`src/rtl/bcd2bin.sv`:
```
// Sequential 4-digit packed-BCD to 14-bit binary converter (reverse double-dabble).
// Optional invalid-digit check is compiled in with `define BCD2BIN_DIGIT_CHECK_EN.
module bcd2bin (
  input  logic        clk,
  input  logic        rst_n,
  input  logic        en,
  input  logic [15:0] bcd_d_in,
  output logic [13:0] bin_d_out,
  output logic        rdy,
  output logic        busy,
  output logic        err
);

  localparam int unsigned DIGITS = 4;
  localparam int unsigned BIN_W  = 14;
  localparam int unsigned BCD_W  = DIGITS * 4;
  localparam int unsigned WORK_W = BCD_W + BIN_W;

  localparam logic [3:0] LAST_ITER = 4'd13;

  localparam logic [1:0] ST_IDLE   = 2'd0;
  localparam logic [1:0] ST_SHIFT  = 2'd1;
  localparam logic [1:0] ST_ADJUST = 2'd2;
  localparam logic [1:0] ST_DONE   = 2'd3;

  // After a right shift a digit of 8+ means a 1 crossed in from the digit above;
  // subtracting 3 turns that weight-8 bit back into a decimal 5.
  function automatic logic [BCD_W-1:0] adjust_bcd(input logic [BCD_W-1:0] b);
    logic [BCD_W-1:0] r;
    r = b;
    for (int i = 0; i < DIGITS; i++) begin
      if (b[4*i+3]) r[4*i +: 4] = b[4*i +: 4] - 4'd3;
    end
    return r;
  endfunction

`ifdef BCD2BIN_DIGIT_CHECK_EN
  function automatic logic has_bad_digit(input logic [BCD_W-1:0] b);
    logic bad;
    bad = 1'b0;
    for (int i = 0; i < DIGITS; i++) begin
      if (b[4*i +: 4] > 4'd9) bad = 1'b1;
    end
    return bad;
  endfunction
`endif

  logic [1:0]        state_q, state_d;
  logic [WORK_W-1:0] work_q,  work_d;
  logic [3:0]        iter_q,  iter_d;
  logic [BIN_W-1:0]  bin_q,   bin_d;
  logic              rdy_q,   rdy_d;
  logic              busy_q,  busy_d;
`ifdef BCD2BIN_DIGIT_CHECK_EN
  logic              bad_q,   bad_d;
  logic              err_q,   err_d;
`endif

  always_comb begin
    state_d = state_q;
    work_d  = work_q;
    iter_d  = iter_q;
    bin_d   = bin_q;
    rdy_d   = 1'b0;
    busy_d  = 1'b1;
`ifdef BCD2BIN_DIGIT_CHECK_EN
    bad_d   = bad_q;
    err_d   = err_q;
`endif
    case (state_q)
      ST_IDLE: begin
        // busy stays up through the rdy cycle and only drops when idle with no new request
        busy_d = en;
        if (en) begin
          work_d  = {bcd_d_in, {BIN_W{1'b0}}};
          iter_d  = 4'd0;
          state_d = ST_SHIFT;
`ifdef BCD2BIN_DIGIT_CHECK_EN
          bad_d = has_bad_digit(bcd_d_in);
          if (bad_d) state_d = ST_DONE;
`endif
        end
      end
      ST_SHIFT: begin
        work_d  = work_q >> 1;
        state_d = ST_ADJUST;
      end
      ST_ADJUST: begin
        work_d[WORK_W-1 -: BCD_W] = adjust_bcd(work_q[WORK_W-1 -: BCD_W]);
        iter_d  = iter_q + 4'd1;
        state_d = (iter_q == LAST_ITER) ? ST_DONE : ST_SHIFT;
      end
      ST_DONE: begin
        bin_d   = work_q[BIN_W-1:0];
        rdy_d   = 1'b1;
        state_d = ST_IDLE;
`ifdef BCD2BIN_DIGIT_CHECK_EN
        if (bad_q) bin_d = '0;
        err_d = bad_q;
`endif
      end
      default: begin
        state_d = ST_IDLE;
        busy_d  = 1'b0;
      end
    endcase
  end

  always_ff @(posedge clk or negedge rst_n) begin
    if (!rst_n) begin
      state_q <= ST_IDLE;
      work_q  <= '0;
      iter_q  <= '0;
      bin_q   <= '0;
      rdy_q   <= 1'b0;
      busy_q  <= 1'b0;
`ifdef BCD2BIN_DIGIT_CHECK_EN
      bad_q   <= 1'b0;
      err_q   <= 1'b0;
`endif
    end else begin
      state_q <= state_d;
      work_q  <= work_d;
      iter_q  <= iter_d;
      bin_q   <= bin_d;
      rdy_q   <= rdy_d;
      busy_q  <= busy_d;
`ifdef BCD2BIN_DIGIT_CHECK_EN
      bad_q   <= bad_d;
      err_q   <= err_d;
`endif
    end
  end

  assign bin_d_out = bin_q;
  assign rdy       = rdy_q;
  assign busy      = busy_q;
`ifdef BCD2BIN_DIGIT_CHECK_EN
  assign err = err_q;
`else
  assign err = 1'b0;
`endif

endmodule

```
`config.mk`:
```
export PLATFORM = sky130hd
export DESIGN_NAME = bcd2bin
export DESIGN_NICKNAME = d
export VERILOG_FILES = /design/src/rtl/bcd2bin.sv
export SDC_FILE = /design/constraint.sdc
export NUM_CORES = 1
export LEC_CHECK = 0
export ABC_AREA = 0
export CAP_MARGIN = 30
export CORE_MARGIN = 2
export CORE_UTILIZATION = 55
export CTS_CLUSTER_SIZE = 10
export DETAILED_ROUTE_END_ITERATION = 16
export PLACE_DENSITY = 0.84
export SETUP_SLACK_MARGIN = 0.02
export SYNTH_ARGS = -nofsm -noshare
export SYNTH_HDL_FRONTEND = slang
export SYNTH_SLANG_ARGS = --single-unit
```
`constraint.sdc`:
```
create_clock -name clk -period 2.28 [get_ports clk]
set_input_delay 0.456 -clock clk [delete_from_list [all_inputs] [get_ports clk]]
set_output_delay 0.456 -clock clk [all_outputs]
set_load 0.05 [all_outputs]
```
==> impl_metrics.py, run 1 <==
metrics = {
    "outcome": {
        "outcome": "complete, no violations",
    },
    "setup_path": {
        "path_cells": "clkdlybuf4s50_1",
        "critical_path.max_fanout": 2,
        "cp-start-kind": "flop",
        "worstSetupEndpointType": "output port",
        "cp_slowest_stage_delay_ns": 0.81,
        "path_buf_inv": 1,
        "crit_family": "buffers and inverters",
        "slowest_stage": "clkdlybuf4s50_1",
        "worst_ep_required_time_ns": 1.82,
        "worstPathArrival_ns": 1.50,
        "crit_type": "flop to output port",
        "reg2reg_slack_ns": 0.38,
    },
    "grt": {
        "antenna_found_initial": 0,
        "grt_pass1_wl_um": 9440,
        "grt_usage_pct": 21.9,
        "grt_overflow": 0,
        "grt_pass1_vias": 2044,
        "grt_start_max_net_pins": 53,
    },
    "yosys": {
        "synthesis.area_um2": 2770,
        "yosysMostFrequentCell": "dfrtp_1",
        "synthCells": 262,
        "synth_edf_count": 0,
        "synth_area_per_cell_um2": 10.6,
        "synth_warnings": 0,
        "synth_seq_cells": 52,
        "synth_common_cells": "dfrtp_1, o21ai_0, nand2_1",
        "synth_top_area_cell": "dfrtp_1",
        "synth_flop_cell": "dfrtp_1",
        "synth_nets": 292,
        "synth_top_area_share_pct": 46.9,
        "synth_area_leaders": "dfrtp_1, mux2_2, mux2i_1",
        "async_flop_share_pct": 100,
        "synth.distinct_cells": 34,
        "yosysSeqAreaShare_pct": 46.9,
    },
    "drt": {
        "viasPerCell": 5.65,
        "antenna_left": 0,
        "drt-pass1-iter-count": 4,
        "drc": 0,
        "dr.first_iter.drc_count": 114,
        "vias": 2041,
        "drt-total-wl_um": 5450,
        "post_drt_wl_per_cell_um": 15.1,
    },
    "floorplanning": {
        "ios": 36,
        "die_y_um": 75.0,
        "dieArea_um2": 5630,
        "initial_core_util_pct": 58.0,
        "fp.dieW_um": 75.0,
        "core_area_um2": 4790,
        "rows": 25,
    },
    "finish": {
        "n_antenna_cell": 0,
        "fillers": 380,
        "drive_above_1_share_pct": 14.6,
        "finalNetCount": 325,
        "final_cells": 361,
        "syn2layout_area_growth_pct": 18.3,
    },
    "cts": {
        "cts_resized": 0,
        "cts_made_buffers": 5,
        "ctsHoldBuffers": 0,
        "clock_path_buffers": 2,
        "htree_levels": 2,
        "clkTransAtPathRegs_ns": 0.09,
        "cts_tree": "yes",
        "cts_root_buffer": "clkbuf_8",
        "clk_latency_ns": 0.31,
        "clock-sinks": 52,
        "cts_setup_buffers": 0,
    },
    "min_path": {
        "min_path_type": "primary input to asynchronous set/reset pin",
    },
    "power": {
        "irDropWorstVdd_v": 0.000743,
        "leakage_uw": 0.00143,
        "power_density_nw_per_um2": 1520,
    },
    "place": {
        "port_buffers": 34,
        "dp_cells": 355,
        "hpwl_um": 3640,
        "routabilityCongestion": 0.836,
    },
    "timing": {
        "clock-skew-final_ns": 0.0108,
        "fin_worst_hold_slack_ns": 0.122,
        "min_period_ns": 1.96,
        "slew_headroom_pct": 52.6,
        "setup_tns_ns": 0,
        "setup_viol": 0,
        "slew_viol_final": 0,
        "clock.fmax_mhz": 511,
        "rsz0062_at_grt": "no",
        "worst_pin_slew_ns": 0.710,
        "fin_crit_sh_pct": 85.9,
        "final_hold_viol_count": 0,
    },
    "job": {
        "maxCapViolations": 0,
    },
}
## path summary, 6_finish.rpt
kind,from,endpoint,cells past startpoint
hold reg to reg,bin_d_out[12],bin_d_out[12],1
max in group asynchronous,rst_n,work_q[11],2
hold / removal,rst_n,work_q[25],2
setup reg to reg,state_q[1],work_q[16],7
min in group clk,bin_d_out[12],bin_d_out[12],1
setup / recovery,bin_d_out[6],bin_d_out[6],1
## per-stage QoR
step | area, um2 | utilization (%) | setup WS [ns] | power (uW)
3_5_place_dp | 3180 | 66.5 | 0.171 | 4410
5_1_grt | 3280 | 68.5 | 0.243 | 5380
4_1_cts | 3280 | 68.5 | 0.313 | 5040
3_3_place_gp | 3180 | 66.5 | 0.206 | 4310
6_report | 3280 | 68.5 | 0.322 | 5000
2_1_floorplan | 2770 | - | 0.459 | 3750
## power by group
part / switching, uW / internal (uW) / total, uW / leakage (uW)
clock network: 287 / 315 / 602 / 0.0000501
logic: 1530 / 1210 / 2740 / 0.000710
registers: 362 / 1290 / 1660 / 0.000674
## layer usage
| layer | routed length (um) | track usage (%) | vias to the layer above |
|---|---|---|---|
| met5 | 0 | 0 | - |
| met4 | 58 | 5.75 | 0 |
| met3 | 219 | 4.42 | 7 |
| met2 | 2660 | 37.9 | 42 |
| met1 | 2510 | 28.1 | 995 |
| li1 | - | - | 997 |
## cell families (layout without fill, tap and decap cells)
family                   after synthesis  in the layout  synth area share, %
AO/OA/AOI/OAI                         77             77                 17.4
other                                  1              1                0.135
AND/OR/NAND/NOR                       43             43                 7.31
multiplexers                          41             41                 16.5
buffers and inverters                 33             65                 5.50
adder cells (fa/ha/maj)               11             11                 4.96
XOR/XNOR                               4              4                 1.26
flip-flops                            52             52                 46.9
## state kept, by name, indices dropped and copies added (netlist names)
signal / cells
rdy: 1
busy: 1
state_q: 2
iter_q: 4
bin_d_out: 14
work_q: 30
## cells in the final DEF, fill, tap and decap left out, types with 10 or more instances in the layout
cell,n
inv_1,16
o21ai_0,30
dfrtp_1,52
ha_1,11
clkdlybuf4s50_1,33
a21oi_1,10
a22oi_1,14
nand2_1,25
mux2i_1,18
mux2_2,18
## cell type report
cell class | count | area [um2] | area share (%)
Clock buffer | 5 | 68.8 | 2.10
Clock inverter | 1 | 30.0 | 0.915
Inverter | 17 | 68.8 | 2.10
Multi-Input combinational cell | 177 | 1320 | 40.2
Sequential cell | 52 | 1300 | 39.7
Tap cell | 67 | 83.8 | 2.56
Timing Repair Buffer | 42 | 408 | 12.4
Power figures use the tool's default switching activity.
==> run 2: changes to the inputs <==
Settings changed: CORE_ASPECT_RATIO set to 0.6, CORE_UTILIZATION 55 to 50, PLACE_DENSITY 0.84 to 0.8.
Clock period 2.28 ns to 1.8 ns, I/O delays scaled along.
==> run 2 against run 1 <==
  * Sequential power increased by 27%
  * Wire length is 0.75% higher
  * Total power increased by 33%
  * Register-to-register slack lost 0.26 ns
  * Count of clock-buffer cells in the layout stayed put
  * Critical path type is now flop to flop
  * Critical endpoint is now work_q[23]
  * Global-route usage shrank 3.2 points
  * Die area increased by 9.8%
  * Critical path depth increased by 6
  * Core utilization fell by 3.9 points
  * Clock skew increased by 0.0022 ns
==> impl_metrics.py, run 2 (synthesis results as in run 1) <==
metrics = {
    "timing": {
        "clock-skew-final_ns": 0.0129,
        "setup_tns_ns": 0,
        "clock.fmax_mhz": 595,
        "slew_viol_final": 0,
        "setup_slack_ns": 0.118,
        "min_period_ns": 1.68,
        "rsz0062_at_grt": "yes",
        "final_hold_viol_count": 0,
        "fin_crit_sh_pct": 93.4,
        "fin_worst_hold_slack_ns": 0.0339,
        "setup_viol": 0,
    },
    "setup_path": {
        "cp-start-kind": "flop",
        "critical_path.max_fanout": 10,
        "crit_path_end": "work_q[23]",
        "reg2reg_slack_ns": 0.12,
        "crit_start": "state_q[1]",
        "worst_ep_required_time_ns": 1.98,
        "slowest_stage": "dfrtp_1",
        "worstPathArrival_ns": 1.86,
        "r2r-end": "work_q[23]",
        "worstSetupEndpointType": "flop",
        "path_buf_inv": 2,
        "crit_type": "flop to flop",
        "path_cells": "inv_1, ha_2, nor2b_4, inv_6, nand2b_4, a21oi_2, mux2_2",
        "cp_slowest_stage_delay_ns": 0.43,
        "rr_startpoint": "state_q[1]",
        "crit_cells": 7,
        "r2r_cells": 7,
        "crit_family": "flip-flops",
    },
    "cts": {
        "clk_latency_ns": 0.30,
        "htree_levels": 2,
        "clock_path_buffers": 2,
        "cts_root_buffer": "clkbuf_8",
        "ctsHoldBuffers": 0,
        "cts_made_buffers": 5,
        "cts_tree": "yes",
        "clkTransAtPathRegs_ns": 0.10,
        "clock-sinks": 52,
    },
    "floorplanning": {
        "core_area_um2": 5200,
        "fp.dieW_um": 100,
        "initial_core_util_pct": 53.3,
        "die_y_um": 61.7,
        "dieArea_um2": 6180,
        "rows": 20,
        "ios": 36,
    },
    "finish": {
        "finalNetCount": 335,
        "largest_register": "work_q",
        "mostFrequentLayoutCell": "dfrtp_1",
        "n_antenna_cell": 0,
        "final_util_pct": 64.6,
        "drive_above_1_share_pct": 24.8,
        "syn2layout_area_growth_pct": 21.3,
        "final_cell_mix": "dfrtp_1, buf_4, o21ai_0, nand2_1",
        "largest_register_ffs": 30,
    },
    "power": {
        "power_density_nw_per_um2": 1970,
        "leakage_uw": 0.00152,
        "irDropWorstVdd_v": 0.000848,
    },
    "drt": {
        "drt-total-wl_um": 5490,
        "drt-pass1-iter-count": 4,
        "viasPerCell": 5.51,
        "antenna_left": 0,
        "vias": 2049,
        "post_drt_wl_per_cell_um": 14.7,
        "dr.first_iter.drc_count": 87,
        "drc": 0,
    },
    "place": {
        "hpwl_um": 3840,
        "routabilityCongestion": 0.786,
        "dp_slack_ns": -0.0794,
        "port_buffers": 34,
    },
    "outcome": {
        "outcome": "complete, no violations",
    },
    "job": {
        "maxCapViolations": 0,
    },
    "grt": {
        "grt_usage_pct": 18.7,
        "grt_start_max_net_pins": 53,
        "grt_overflow": 0,
        "antenna_found_initial": 0,
        "grt_pass1_wl_um": 9070,
        "grt_pass1_vias": 1892,
    },
    "min_path": {
        "min_path_type": "primary input to asynchronous set/reset pin",
    },
}
==> run 2: cell count changes in the layout (fill, tap and decap cells not counted) <==
cell / delta
a21oi_2: +2
ha_1: -2
clkinv_2: +1
a21oi_1: -2
ha_2: +2
clkdlybuf4s50_1: -16
buf_4: +24
inv_2: +1
buf_12: +2
clkinvlp_4: +1
inv_1: -1
==> run 2: worst min-delay path by stage <==
stage	from	end	slack, ns	cells past startpoint
2_1_floorplan	rst_n	bin_d_out[0]	0.06	0
3_3_place_gp	rst_n	work_q[20]	0.37	2
3_5_place_dp	rst_n	work_q[20]	0.37	2
4_1_cts	rst_n	work_q[20]	0.05	2
5_1_grt	rst_n	work_q[19]	0.05	2
6_report	rst_n	work_q[20]	0.03	2
==> run 2: power breakdown <==
part | leakage [uW] | switching (uW) | internal (uW) | total (uW)
combinational | 0.000791 | 2000 | 1740 | 3740
clock | 0.0000541 | 377 | 412 | 789
sequential | 0.000674 | 466 | 1640 | 2100
total | 0.00152 | 2840 | 3790 | 6630
==> run 2: worst register-to-register path, delay by kind of cell (launching register included) <==
kind | cells | cell delay (ns)
adders and majority gates | 1 | 0.19
buffers and inverters | 2 | 0.16
AOI/OAI and AO/OA | 1 | 0.19
DFF | 1 | 0.43
and+or+nand+nor | 2 | 0.25
muxes | 1 | 0.36
==> run 2: repair_timing <==
| action | CTS | global route |
|---|---|---|
| endpoints found under the hold margin | 0 | 0 |
| endpoints found under the setup margin | 0 | 7 |
| buffers inserted | 0 | 0 |
| gates resized for setup | 0 | 4 |
==> run 2: per-stage QoR <==
step | std cells | power [uW] | instance area [um2]
4_1_cts | 372 | 6640 | 3350
3_5_place_dp | 364 | 5840 | 3240
2_1_floorplan | 262 | 4750 | 2780
5_1_grt | 372 | 7120 | 3360
6_report | 372 | 6630 | 3360
3_3_place_gp | 364 | 5710 | 3240
==> run 2: routing by layer <==
layer / routed length (um) / GRT usage [%]
met1: 2790 / 26.6
met4: 19 / 3.52
met5: 0 / 0
met3: 207 / 4.36
met2: 2470 / 30.3
==> run 2: area by class of cell <==
class	instances	area [um2]
fill	417	1840
timing repair buffer	52	468
inverter	17	68.8
clock inverter	3	42.5
clock buffer	5	68.8
multi-input combinational	177	1330
sequential	52	1300
tap	66	82.6
==> run 3: changes to the inputs <==
Settings changed: CAP_MARGIN 30 to 0.
==> results of run 3 <==
The final DEF is identical to that of run 2; final timing and power are the same.
